**src/rtl/muldiv_pkg.sv**
```systemverilog
// Shared constants for the HI/LO multiply/divide sequencer: op and state
// encodings, data width and the two's-complement magnitude helper.
package muldiv_pkg;

    localparam int XLEN = 32;

    localparam logic [1:0] OP_MULTU = 2'b00;
    localparam logic [1:0] OP_MULT  = 2'b01;
    localparam logic [1:0] OP_MTHI  = 2'b10;
    localparam logic [1:0] OP_MTLO  = 2'b11;

    localparam logic [1:0] S_IDLE = 2'd0;
    localparam logic [1:0] S_RUN  = 2'd1;
    localparam logic [1:0] S_FIN  = 2'd2;

    // |0x80000000| wraps back to 0x80000000, which is the correct unsigned magnitude.
    function automatic logic [XLEN-1:0] abs_val(input logic [XLEN-1:0] x);
        return x[XLEN-1] ? (~x + XLEN'(1)) : x;
    endfunction

endpackage

```
**src/rtl/muldiv_seq_if.sv**
```systemverilog
// Request/result bundle between the CPU pipeline and the HI/LO sequencer.
interface muldiv_seq_if;
    import muldiv_pkg::*;

    logic            start;
    logic [1:0]      op;
    logic [XLEN-1:0] a;
    logic [XLEN-1:0] b;
    logic            flush;
    logic            busy;
    logic            done;
    logic [XLEN-1:0] hi;
    logic [XLEN-1:0] lo;

    modport master (output start, op, a, b, flush, input busy, done, hi, lo);
    modport slave  (input start, op, a, b, flush, output busy, done, hi, lo);

endinterface

```
**src/rtl/muldiv_step.sv**
```systemverilog
// One shift-add slice: partial product of mcand by a STEP_BITS multiplier
// digit, aligned to its digit position and added to the 64-bit accumulator.
module muldiv_step
    import muldiv_pkg::*;
#(
    parameter int STEP_BITS = 1
) (
    input  logic [2*XLEN-1:0]  acc_i,
    input  logic [XLEN-1:0]    mcand_i,
    input  logic [STEP_BITS-1:0] digit_i,
    input  logic [5:0]         count_i,
    output logic [2*XLEN-1:0]  sum_o
);

    logic [2*XLEN-1:0] pp;
    logic [5:0]        shamt;

    // NOTE: pp gets a value before the loop so no path leaves it unassigned (no latch).
    always_comb begin
        pp = '0;
        for (int i = 0; i < STEP_BITS; i++) begin
            if (digit_i[i]) begin
                pp = pp + ({{XLEN{1'b0}}, mcand_i} << i);
            end
        end
    end

    assign shamt = 6'(count_i * STEP_BITS);
    assign sum_o = acc_i + (pp << shamt);

endmodule

```
**src/rtl/muldiv_seq.sv**
```systemverilog
// Iterative MULT/MULTU sequencer owning HI/LO; MTHI/MTLO write in one cycle.
// busy holds off dependent HI/LO traffic until the product lands.
module muldiv_seq
    import muldiv_pkg::*;
#(
    parameter int STEP_BITS = 1
) (
    input logic         clk,
    input logic         reset,
    muldiv_seq_if.slave bus
);

    localparam int         ITERS = XLEN / STEP_BITS;
    localparam logic [5:0] LAST  = 6'(ITERS - 1);

    logic [1:0]        state_q,  state_d;
    logic [XLEN-1:0]   mcand_q,  mcand_d;
    logic [XLEN-1:0]   mplier_q, mplier_d;
    logic [2*XLEN-1:0] acc_q,    acc_d;
    logic [5:0]        count_q,  count_d;
    logic              neg_q,    neg_d;
    logic [XLEN-1:0]   hi_q,     hi_d;
    logic [XLEN-1:0]   lo_q,     lo_d;
    logic              done_q,   done_d;
    logic [2*XLEN-1:0] step_sum;

    muldiv_step #(.STEP_BITS(STEP_BITS)) u_step (
        .acc_i   (acc_q),
        .mcand_i (mcand_q),
        .digit_i (mplier_q[STEP_BITS-1:0]),
        .count_i (count_q),
        .sum_o   (step_sum)
    );

    always_comb begin
        state_d  = state_q;
        mcand_d  = mcand_q;
        mplier_d = mplier_q;
        acc_d    = acc_q;
        count_d  = count_q;
        neg_d    = neg_q;
        hi_d     = hi_q;
        lo_d     = lo_q;
        done_d   = 1'b0;

        case (state_q)
            S_IDLE: begin
                // A squash in the same cycle drops the request, MTHI/MTLO included.
                if (bus.start && !bus.flush) begin
                    case (bus.op)
                        OP_MULTU, OP_MULT: begin
                            if (bus.op == OP_MULT) begin
                                mcand_d  = abs_val(bus.a);
                                mplier_d = abs_val(bus.b);
                                neg_d    = bus.a[XLEN-1] ^ bus.b[XLEN-1];
                            end else begin
                                mcand_d  = bus.a;
                                mplier_d = bus.b;
                                neg_d    = 1'b0;
                            end
                            acc_d   = '0;
                            count_d = '0;
                            state_d = S_RUN;
                        end
                        OP_MTHI: hi_d = bus.a;
                        default: lo_d = bus.a;
                    endcase
                end
            end
            S_RUN: begin
                if (bus.flush) begin
                    state_d = S_IDLE;
                end else begin
                    acc_d    = step_sum;
                    mplier_d = mplier_q >> STEP_BITS;
                    count_d  = count_q + 6'd1;
                    if (count_q == LAST) state_d = S_FIN;
                end
            end
            S_FIN: begin
                state_d = S_IDLE;
                if (!bus.flush) begin
                    {hi_d, lo_d} = neg_q ? (~acc_q + 64'd1) : acc_q;
                    done_d       = 1'b1;
                end
            end
            default: state_d = S_IDLE;
        endcase
    end

    // NOTE: state registers use non-blocking assignment so every flop samples pre-edge values.
    always_ff @(posedge clk or negedge reset) begin
        if (!reset) begin
            state_q  <= S_IDLE;
            mcand_q  <= '0;
            mplier_q <= '0;
            acc_q    <= '0;
            count_q  <= '0;
            neg_q    <= 1'b0;
            hi_q     <= '0;
            lo_q     <= '0;
            done_q   <= 1'b0;
        end else begin
            state_q  <= state_d;
            mcand_q  <= mcand_d;
            mplier_q <= mplier_d;
            acc_q    <= acc_d;
            count_q  <= count_d;
            neg_q    <= neg_d;
            hi_q     <= hi_d;
            lo_q     <= lo_d;
            done_q   <= done_d;
        end
    end

    assign bus.busy = (state_q != S_IDLE);
    assign bus.done = done_q;
    assign bus.hi   = hi_q;
    assign bus.lo   = lo_q;

endmodule

```
**src/flat_wrapper.sv**
```systemverilog
// flat-port wrapper written by rule: the top's interface ports become plain ports
module muldiv_seq_flat import muldiv_pkg::*;
#(
    parameter int STEP_BITS = 1
)
  (clk, reset, bus_start, bus_op, bus_a, bus_b, bus_flush, bus_busy, bus_done, bus_hi, bus_lo);
  muldiv_seq_if bus_i ();
  input logic clk;
  input logic reset;
  input wire logic [$bits(bus_i.start)-1:0] bus_start;
  input wire logic [$bits(bus_i.op)-1:0] bus_op;
  input wire logic [$bits(bus_i.a)-1:0] bus_a;
  input wire logic [$bits(bus_i.b)-1:0] bus_b;
  input wire logic [$bits(bus_i.flush)-1:0] bus_flush;
  output wire logic [$bits(bus_i.busy)-1:0] bus_busy;
  output wire logic [$bits(bus_i.done)-1:0] bus_done;
  output wire logic [$bits(bus_i.hi)-1:0] bus_hi;
  output wire logic [$bits(bus_i.lo)-1:0] bus_lo;
  assign bus_i.start = bus_start;
  assign bus_i.op = bus_op;
  assign bus_i.a = bus_a;
  assign bus_i.b = bus_b;
  assign bus_i.flush = bus_flush;
  assign bus_busy = bus_i.busy;
  assign bus_done = bus_i.done;
  assign bus_hi = bus_i.hi;
  assign bus_lo = bus_i.lo;
  muldiv_seq #(.STEP_BITS(STEP_BITS)) u_core (.clk(clk), .reset(reset), .bus(bus_i));
endmodule
```
**config.mk**
```make
export PLATFORM = sky130hd
export DESIGN_NAME = muldiv_seq_flat
export DESIGN_NICKNAME = d
export VERILOG_FILES = /design/src/rtl/muldiv_pkg.sv /design/src/rtl/muldiv_seq_if.sv /design/src/rtl/muldiv_step.sv /design/src/rtl/muldiv_seq.sv /design/src/flat_wrapper.sv
export SDC_FILE = /design/constraint.sdc
export NUM_CORES = 1
export LEC_CHECK = 0
export CELL_PAD_IN_SITES_DETAIL_PLACEMENT = 1
export CELL_PAD_IN_SITES_GLOBAL_PLACEMENT = 2
export CORE_ASPECT_RATIO = 1.5
export CORE_MARGIN = 2
export CORE_UTILIZATION = 38
export DETAILED_ROUTE_END_ITERATION = 12
export MAX_ROUTING_LAYER = met4
export PLACE_DENSITY = 0.95
export SKIP_LAST_GASP = 1
export SLEW_MARGIN = 10
export SYNTH_ARGS = -nofsm -noshare
export SYNTH_HDL_FRONTEND = slang
export SYNTH_SLANG_ARGS = --single-unit
```
**constraint.sdc**
```tcl
create_clock -name clk -period 15 [get_ports clk]
set_input_delay 3 -clock clk [delete_from_list [all_inputs] [get_ports clk]]
set_output_delay 3 -clock clk [all_outputs]
set_load 0.05 [all_outputs]
```
# Word-level counts from Yosys, hierarchy flattened

Index checks and enable logic that the tools add are counted.

$add $sub $neg: 5
Multipliers: 0
Div/mod/pow operators: 0
$lt $le $gt $ge: 0
Equality and inequality tests: 12
Shift operators: 1
Muxes and demuxes: 34
Bitwise logic cells: 4
Reductions and logical operators: 14

Operators by type and width:

| cell                                                             | count |
|---|---|
| 32-bit two-way mux                                               | 14 |
| 64-bit two-way mux                                               | 4 |
| 32-bit one-hot mux with 2 select lines                           | 3 |
| 64-bit one-hot mux with 2 select lines                           | 1 |
| 32-bit by 1-bit adder with 32-bit output (second input constant) | 2 |
| 64-bit by 1-bit adder with 64-bit output (second input constant) | 1 |
| 64-bit adder                                                     | 1 |
| 32-bit NOT                                                       | 2 |
| 64-bit NOT                                                       | 1 |
| 64-bit by 6-bit << shifter with 64-bit output                    | 1 |
| 6-bit two-way mux                                                | 3 |
| 6-bit one-hot mux with 2 select lines                            | 1 |
| 4-bit AND reduction                                              | 3 |
| 2-bit != test (second input constant)                            | 5 |
| 2-bit two-way mux                                                | 4 |
| 6-bit by 1-bit adder with 6-bit output (second input constant)   | 1 |
| 6-bit by 5-bit == test with 1-bit output (second input constant) | 1 |
| 3-bit AND reduction                                              | 2 |
| 2-bit nonzero test                                               | 3 |
| 2-bit by 1-bit == test with 1-bit output (second input constant) | 2 |
| 2-bit == test (second input constant)                            | 2 |
| 2-bit logical NOT                                                | 2 |
| 2-bit one-hot mux with 2 select lines                            | 1 |
| 1-bit two-way mux                                                | 3 |
| other kinds (7)                                                  | 7 |

Register bits after elaboration: 202
Bits in latches: 0
Memory bits (writable): 0
ROM bits: 0
Bits of input ports: 70
Output and inout port bits: 66
Word-level logic and storage cells: 79
Memories kept: 0

# Depth between registers and ports, before layout

Gate-level depths: netlist of the first run.

Depth after elaboration: 7
Mapped depth: 24
Mapped depth without buffers: 21

# Cells and area by module

Synthesis of the first run repeated with hierarchy kept, for this count alone.

Cells, all modules: 2,235
Area, all modules: 17,262.8 um2

Modules (own cells, without submodules):

| module      | times used | cells an instance | area an instance (um2) | sequential area each (um2) |
|---|---|---|---|---|
| muldiv_seq  | 1          | 1,301             | 11,146.9               | 5,054.8 |
| muldiv_step | 1          | 934               | 6,115.9                | 0.0 |

# Worst setup path after synthesis of the first run

No wires, ideal clock.

Kind: register -> register
Start: register u_core.count_q[0]
End: register u_core.acc_q[61]
Library setup time: 0.134 ns
Arrival time: 5.271 ns
Required time: 14.866 ns
Slack: 9.595 ns
Cell stages (with the launch flop): 22
Path buffers: 4
Clock period less this slack: 5.405 ns
Cells stage by stage: dfrtp_1 > buf_2 > buf_2 > buf_1 > mux4_2 > nand3_1 > o21ai_0 > o21ai_0 > o21ai_0 > and2_1 > ha_1 > buf_2 > and3_1 > nand3_1 > or4_1 > a211oi_1 > nor2_1 > o41ai_1 > a211oi_1 > o41ai_1 > xnor2_1 > o21ai_0

Cells in the longest elaborated chain, start to end: 4

Ends and longest elaborated chain:

| element                                       | RTL line          | source |
|---|---|---|
| start, declared                               | muldiv_seq.sv:20  | `logic [5:0] count_q, count_d;` |
| start signal, assigned                        | muldiv_seq.sv:108 | `count_q <= count_d;` |
| 64-bit by 6-bit << shifter with 64-bit output | muldiv_step.sv:29 | `assign sum_o = acc_i + (pp << shamt);` |
| 64-bit adder                                  | muldiv_step.sv:29 |  |
| 64-bit two-way mux                            | muldiv_seq.sv:71  | `if (bus.flush) begin` |
| 64-bit one-hot mux with 2 select lines        | muldiv_seq.sv:46  | `case (state_q)` |
| end signal, assigned                          | muldiv_seq.sv:97  | `acc_q <= '0;` |
| end signal, assigned                          | muldiv_seq.sv:107 | `acc_q <= acc_d;` |
| end, declared                                 | muldiv_seq.sv:19  | `logic [2*XLEN-1:0] acc_q, acc_d;` |

Every way passes these cells. The select of a mux whose other input is x is not followed.
A chain may end at the register's enable or synchronous reset.

# Worst setup path after layout of the first run

Same ends and word-level chain as after synthesis.

==> results of run 1 <==
## path summary, 6_finish.rpt
kind	to	slack, ps	depth (start not counted)
max in group asynchronous	u_core.count_q[0]	11010	2
worst min-delay path	u_core.mplier_q[22]	470	2
worst max-delay path	u_core.acc_q[61]	8310	19
worst min register to register	u_core.mplier_q[22]	470	2
worst max register to register	u_core.acc_q[61]	8310	19
min in group asynchronous	u_core.acc_q[17]	2470	1
## report_power, final
| group | internal [mW] | switching, mW | leakage (nW) |
|---|---|---|---|
| registers | 0.674 | 0.186 | 2.60 |
| clock network | 0.387 | 0.254 | 0.411 |
| logic | 0.479 | 0.849 | 5.21 |
| total | 1.54 | 1.29 | 8.22 |
## tightest hold or removal path: stages, from the launching register on
cell and delay (ps):
dfrtp_1 330, nand2_1 40, o21ai_0 60
## registers in the layout, summed over array words and instances, names as in the netlist
name / count
u_core.acc_q: 64
u_core.bus.hi: 32
u_core.state_q: 2
u_core.bus.lo: 32
u_core.neg_q: 1
u_core.count_q: 6
u_core.mplier_q: 32
u_core.mcand_q: 32
u_core.bus.done: 1
## logic make-up (layout without fill, tap and decap cells)
family                   Yosys count  count (layout)  synth area share (%)
AO/OA/AOI/OAI                    678             678                  24.8
XOR/XNOR                         172             172                  9.01
adder cells (fa/ha/maj)           68              68                  5.13
buffers and inverters            177             235                  4.05
flip-flops                       202             202                  30.2
multiplexers                      66              66                  4.73
AND/OR/NAND/NOR                  812             812                  22.0
## metal layers
layer / vias to the layer above / share of wire [%]
met5: - / 0
met4: 0 / 8.0
met3: 163 / 3.8
met2: 478 / 49
met1: 8259 / 39
li1: 7881 / -
## area by class of cell
type / instances / area [µm²]
well taps: 576 / 721
clock buffers: 32 / 682
fillers: 5318 / 24300
multi-input cells: 1796 / 11000
flip-flops and latches: 202 / 5060
clock inverters: 10 / 156
repair buffers: 155 / 1510
inverters: 38 / 143
## layout by cell type, fill, tap and decap left out, types with 18 or more instances in the layout
master and instances:
dfrtp_1 200, nor2_1 185, nand3_1 78, or3_1 31, ha_1 67, clkbuf_16 25, mux2i_1 43, nand2_1 343
o22ai_1 20, a21o_1 36, o31ai_1 69, and2_1 25, xor2_1 78, xnor2_1 94, o41ai_1 18, clkdlybuf4s50_1 134
nor3_1 31, o21ai_0 279, buf_4 20, inv_1 35, nand4_1 18, a21oi_1 126
## metrics by stage
stage          instance area, µm²  hold slack (ps)  util [%]  worst slack (ps)  cells
2_1_floorplan               16700              445         -              9590   2175
3_3_place_gp                18500              457      42.3              8520   2767
6_report                    19300              473      44.2              8310   2809
4_1_cts                     19300              478      44.2              8430   2809
5_1_grt                     19300              506      44.2              7750   2809
3_5_place_dp                18500              466      42.3              8460   2767
==> results.toml, run 1 <==
[sta]
timing.final.crit_share_pct = 44.6
totalNegativeSetupSlack_ps = 0
fin_crit_ps = 6690
grt_setup_unrepaired = "false"
hold_viol = 0
slew_violations = 0
setup_viol = 0
fmax_ghz = 0.150
fin_skew_ps = 18.5
worst_slew_pin_slew_ps = 1000
max_slew_margin_pct = 33.0

[critical_path]
timing.setup.critical_path_class = "register to register"
critical_path.top_delay_family = "compound AO/OA/AOI/OAI gates"
buffering_stage_count_on_the_worst_path_with_inverters_included = 0
critical_path.max_fanout = 41
cp-startpoint = "u_core.count_q[0]"
crit_path_cell_trace = "mux2i_1 -> nor2_1 -> o21ai_0 -> nor2_1 -> a31oi_1 -> or3_1 -> o21ai_0 -> and2_1 -> ha_1 -> and3_1 -> nand3_1 -> or4_1 -> a211oi_1 -> nor2_1 -> o41ai_1 -> a211oi_1 -> o41ai_1 -> xnor2_1 -> o21ai_0"
worst-endpoint-arrival_ps = 7060
reg2reg_from = "u_core.count_q[0]"
crit_path_max_incr_delay_ps = 1010
cp.required_ps = 15380
slowest_stage = "dfrtp_2"
cp-start-kind = "register"
worstSetupEndpointType = "register"

[yosys]
syn_inst = 2175
synth_edf_count = 0
ys_warn_count = 0
synthesis.nets = 2313
yosys.area.top_type = "dfrtp_1"
postSynth.asyncResetShare_pct = 100
synth_top_area_share_pct = 30.2
summed_instance_area_of_the_synthesized_netlist_um2 = 16700
synthTopCellsByCount = "nand2_1, o21ai_0, dfrtp_1"
yosys_register_bits = 202
synthesis.area_per_instance_um2 = 7.69
synth_sequential_area_ratio_pct = 30.2
synth.lib_cells_used.distinct = 72
synth_flop_cell = "dfrtp_1"
synthMostInstantiatedCell = "nand2_1"
synth_area_leaders = "dfrtp_1, o21ai_0, nand2_1, ha_1, xnor2_1"

[drt]
finalWirelength_um = 67800
drt_first_iter_violations = 1024
ant_nets = 0
route.detailed.vias_per_inst = 5.97
wl_per_cell_um = 24.1
initial_drt_pass_iterations = 7
detailroute.via_count = 16800
post-route-drc-count = 0

[global_route]
gr-usage-met2_pct = 51.6
globalRoute.totalOverflow = 0
gr-max-usage-layer = "met2"
grt.met3_usage_pct = 2.33
grt_pass1_wl_um = 103000
antenna_found_initial = 0
globalRouteMet1Util_pct = 32.9
grt_max_degree = 88
via_count_of_the_first_global_routing_pass = 17300
groute.usage.overall_pct = 29.9

[cts]
clock_tree_from_tritoncts = "yes"
postCtsResizedCells = 0
clock_tree.root_cell = "clkbuf_16"
post_cts_buffers = 0
numCtsBuffers = 24
cts_buffer_depth = 3
cts_num_sinks = 202
clock_latency_ps = 550
ctsHtreeMaxLevel = 1
holdBufCountCts = 0
clk_transition_reported_paths_ps = 60

[place]
place.gp.congestion = 0.999
dp_hpwl_um = 52300
port-buffer-count = 135

[flow_run]
cap_violations = 0

[die]
die_height_um = 261
row_count = 94
fp.coreArea_um2 = 43600
floorplan.initialDensity_pct = 38.3
io_pins = 136
die_x_um = 175
floorplan_die_area_um2 = 45700

[final_layout]
num_antenna_cells = 0
area_delta_synth_final_pct = 15.4
share_of_post_route_cells_with_drive_strength_above_1_pct = 5.28
finish.net_count = 2355

[worst_hold_path]
launch_instance_of_the_worst_min_delay_path = "u_core.mplier_q[22]"
hold_class = "register to register"

[pwr]
max-vdd-ir-drop_uv = 76.4
leakagePower_nw = 8.22
fin_total_pwr_mw = 2.83
power_density_nw_per_um2 = 147

[run_status]
status = "finished, final reports clean"
No activity file was read; power rests on OpenSTA's default activity.
==> run 2, diff against run 1 <==
--- a/config.mk
+++ b/config.mk
@@ -9,10 +9,10 @@
 export CELL_PAD_IN_SITES_GLOBAL_PLACEMENT = 2
 export CORE_ASPECT_RATIO = 1.5
 export CORE_MARGIN = 2
-export CORE_UTILIZATION = 38
+export CORE_UTILIZATION = 32
 export DETAILED_ROUTE_END_ITERATION = 12
 export MAX_ROUTING_LAYER = met4
-export PLACE_DENSITY = 0.95
+export PLACE_DENSITY = 0.88
 export SKIP_LAST_GASP = 1
 export SLEW_MARGIN = 10
 export SYNTH_ARGS = -nofsm -noshare
==> constraint.sdc (replaced) <==
create_clock -name clk -period 5.5 [get_ports clk]
set_input_delay 1.1 -clock clk [delete_from_list [all_inputs] [get_ports clk]]
set_output_delay 1.1 -clock clk [all_outputs]
set_load 0.05 [all_outputs]
==> results.toml, run 2 (synthesis results as in run 1) <==
[run_status]
status = "finished, final reports clean"

[sta]
worst_slack_ps = 233
timing.final.crit_share_pct = 95.8
slew_violations = 0
fin_crit_ps = 5270
worst_slew_pin_slew_ps = 943
fmax_ghz = 0.190
hold_viol = 0
fin_skew_ps = 22.9
worst_hold_slack_ps = 472
setup_viol = 0
max_slew_margin_pct = 37.2
grt_setup_unrepaired = "true"

[place]
placement.cell_area_um2 = 19100
dp_hpwl_um = 56800
port-buffer-count = 135
detailedPlace.worstSlack_ps = -162
place.gp.congestion = 0.990

[die]
floorplan_die_area_um2 = 54100
die_x_um = 191
floorplan.initialDensity_pct = 32.3
io_pins = 136
row_count = 102
fp.coreArea_um2 = 51700
die_height_um = 284

[global_route]
antenna_found_initial = 0
globalRoute.totalOverflow = 0
grt_max_degree = 106
grt_pass1_wl_um = 108000
groute.usage.overall_pct = 26.9
via_count_of_the_first_global_routing_pass = 17700

[pwr]
leakagePower_nw = 8.57
fin_total_pwr_mw = 7.98
power_density_nw_per_um2 = 398
max-vdd-ir-drop_uv = 258

[drt]
ant_nets = 0
post-route-drc-count = 0
drt_first_iter_violations = 1064
finalWirelength_um = 72300
wl_per_cell_um = 24.3
detailroute.via_count = 17000
initial_drt_pass_iterations = 5
route.detailed.vias_per_inst = 5.73

[critical_path]
worstSetupEndpointType = "register"
cp-start-kind = "register"
reg2reg_from = "u_core.count_q[0]"
critical_path.max_fanout = 6
setup.worst_path.end = "u_core.acc_q[62]"
regToRegEndpoint = "u_core.acc_q[62]"
rr_worst_depth = 21
timing.setup.critical_path_class = "register to register"
worst-r2r-setup-slack_ps = 230
cp-startpoint = "u_core.count_q[0]"
worst-endpoint-arrival_ps = 5720
cp.required_ps = 5950

[final_layout]
area_delta_synth_final_pct = 20.1
largest_reg_flops = 64
num_antenna_cells = 0
finish.net_count = 2422
stdcell_area_um2 = 20100
finish.utilization_pct = 38.8
final_common_cell = "nand2_1"
largest_register = "u_core.acc_q"
most_frequent_cells_in_the_layout = "nand2_1, o21ai_0, dfrtp_1"
final.fill_count = 6270
share_of_post_route_cells_with_drive_strength_above_1_pct = 8.89

[cts]
numCtsBuffers = 24
clock_tree_from_tritoncts = "yes"
cts_buffer_depth = 3
clock_tree.root_cell = "clkbuf_16"
ctsHtreeMaxLevel = 1
clk_transition_reported_paths_ps = 60
holdBufCountCts = 0
cts_num_sinks = 202
clock_latency_ps = 560

[flow_run]
cap_violations = 0

[worst_hold_path]
hold_class = "register to register"
hold-path-cell-count = 2
==> run 2: timing repair <==
item | in CTS | in global routing
buffers inserted | 2 | 7
resized for setup | 2 | 27
endpoints found under the setup margin | 3 | 13
pin swaps | 0 | 4
==> run 2: metrics by stage <==
step	cells	setup TNS [ps]
after global placement	2924	-163
after detailed placement	2924	-282
after CTS	2964	-1.88
after global routing	2972	-69.1
after floorplan	2175	0
final	2972	0
==> run 2: worst max-delay path, cell delays in order (launching register included) <==
cell	delay, ps
dfrtp_2	450
buf_4	150
buf_4	130
mux2_2	240
o21ai_0	120
o21ai_0	180
nand2_1	140
o22ai_1	410
o21ai_0	150
o22ai_1	550
ha_1	370
or2_2	300
a31oi_1	190
a21oi_1	90
buf_4	160
nor3_1	140
a31oi_1	60
nand2_1	170
o32ai_1	180
o311a_1	370
or3_1	310
a32o_1	260
==> run 2: how the worst min path moves through the flow <==
stage | from | to | slack (ps)
4_1_cts | u_core.mplier_q[10] | u_core.mplier_q[10] | 480
6_report | u_core.mplier_q[10] | u_core.mplier_q[10] | 470
5_1_grt | u_core.bus.lo[3] | u_core.bus.lo[3] | 490
2_1_floorplan | u_core.mplier_q[10] | u_core.mplier_q[10] | 440
3_3_place_gp | u_core.mplier_q[6] | u_core.mplier_q[6] | 460
3_5_place_dp | u_core.mplier_q[10] | u_core.mplier_q[10] | 470
==> run 2: cell type report <==
cell class / count / area (µm²) / area share (%)
multi-input cells: 1796 / 11100 / 55.5
flip-flops and latches: 202 / 5060 / 25.2
repair buffers: 222 / 2080 / 10.4
well taps: 676 / 846 / 4.21
clock buffers: 32 / 692 / 3.45
inverters: 38 / 146 / 0.729
clock inverters: 6 / 111 / 0.555
==> run 2: power breakdown <==
group	leakage (nW)	total (mW)	internal (mW)	switching (mW)
logic	5.58	3.91	1.48	2.43
registers	2.60	2.36	1.84	0.521
clock network	0.391	1.71	1.01	0.699
total	8.57	7.98	4.34	3.65
==> run 2: layer usage <==
metal	GRT usage (%)	up-vias	part of all wire [%]
met5	-	-	0
met4	19.0	0	8.3
met3	2.26	197	3.1
met2	46.8	419	50
met1	28.6	8409	38
li1	-	8004	-
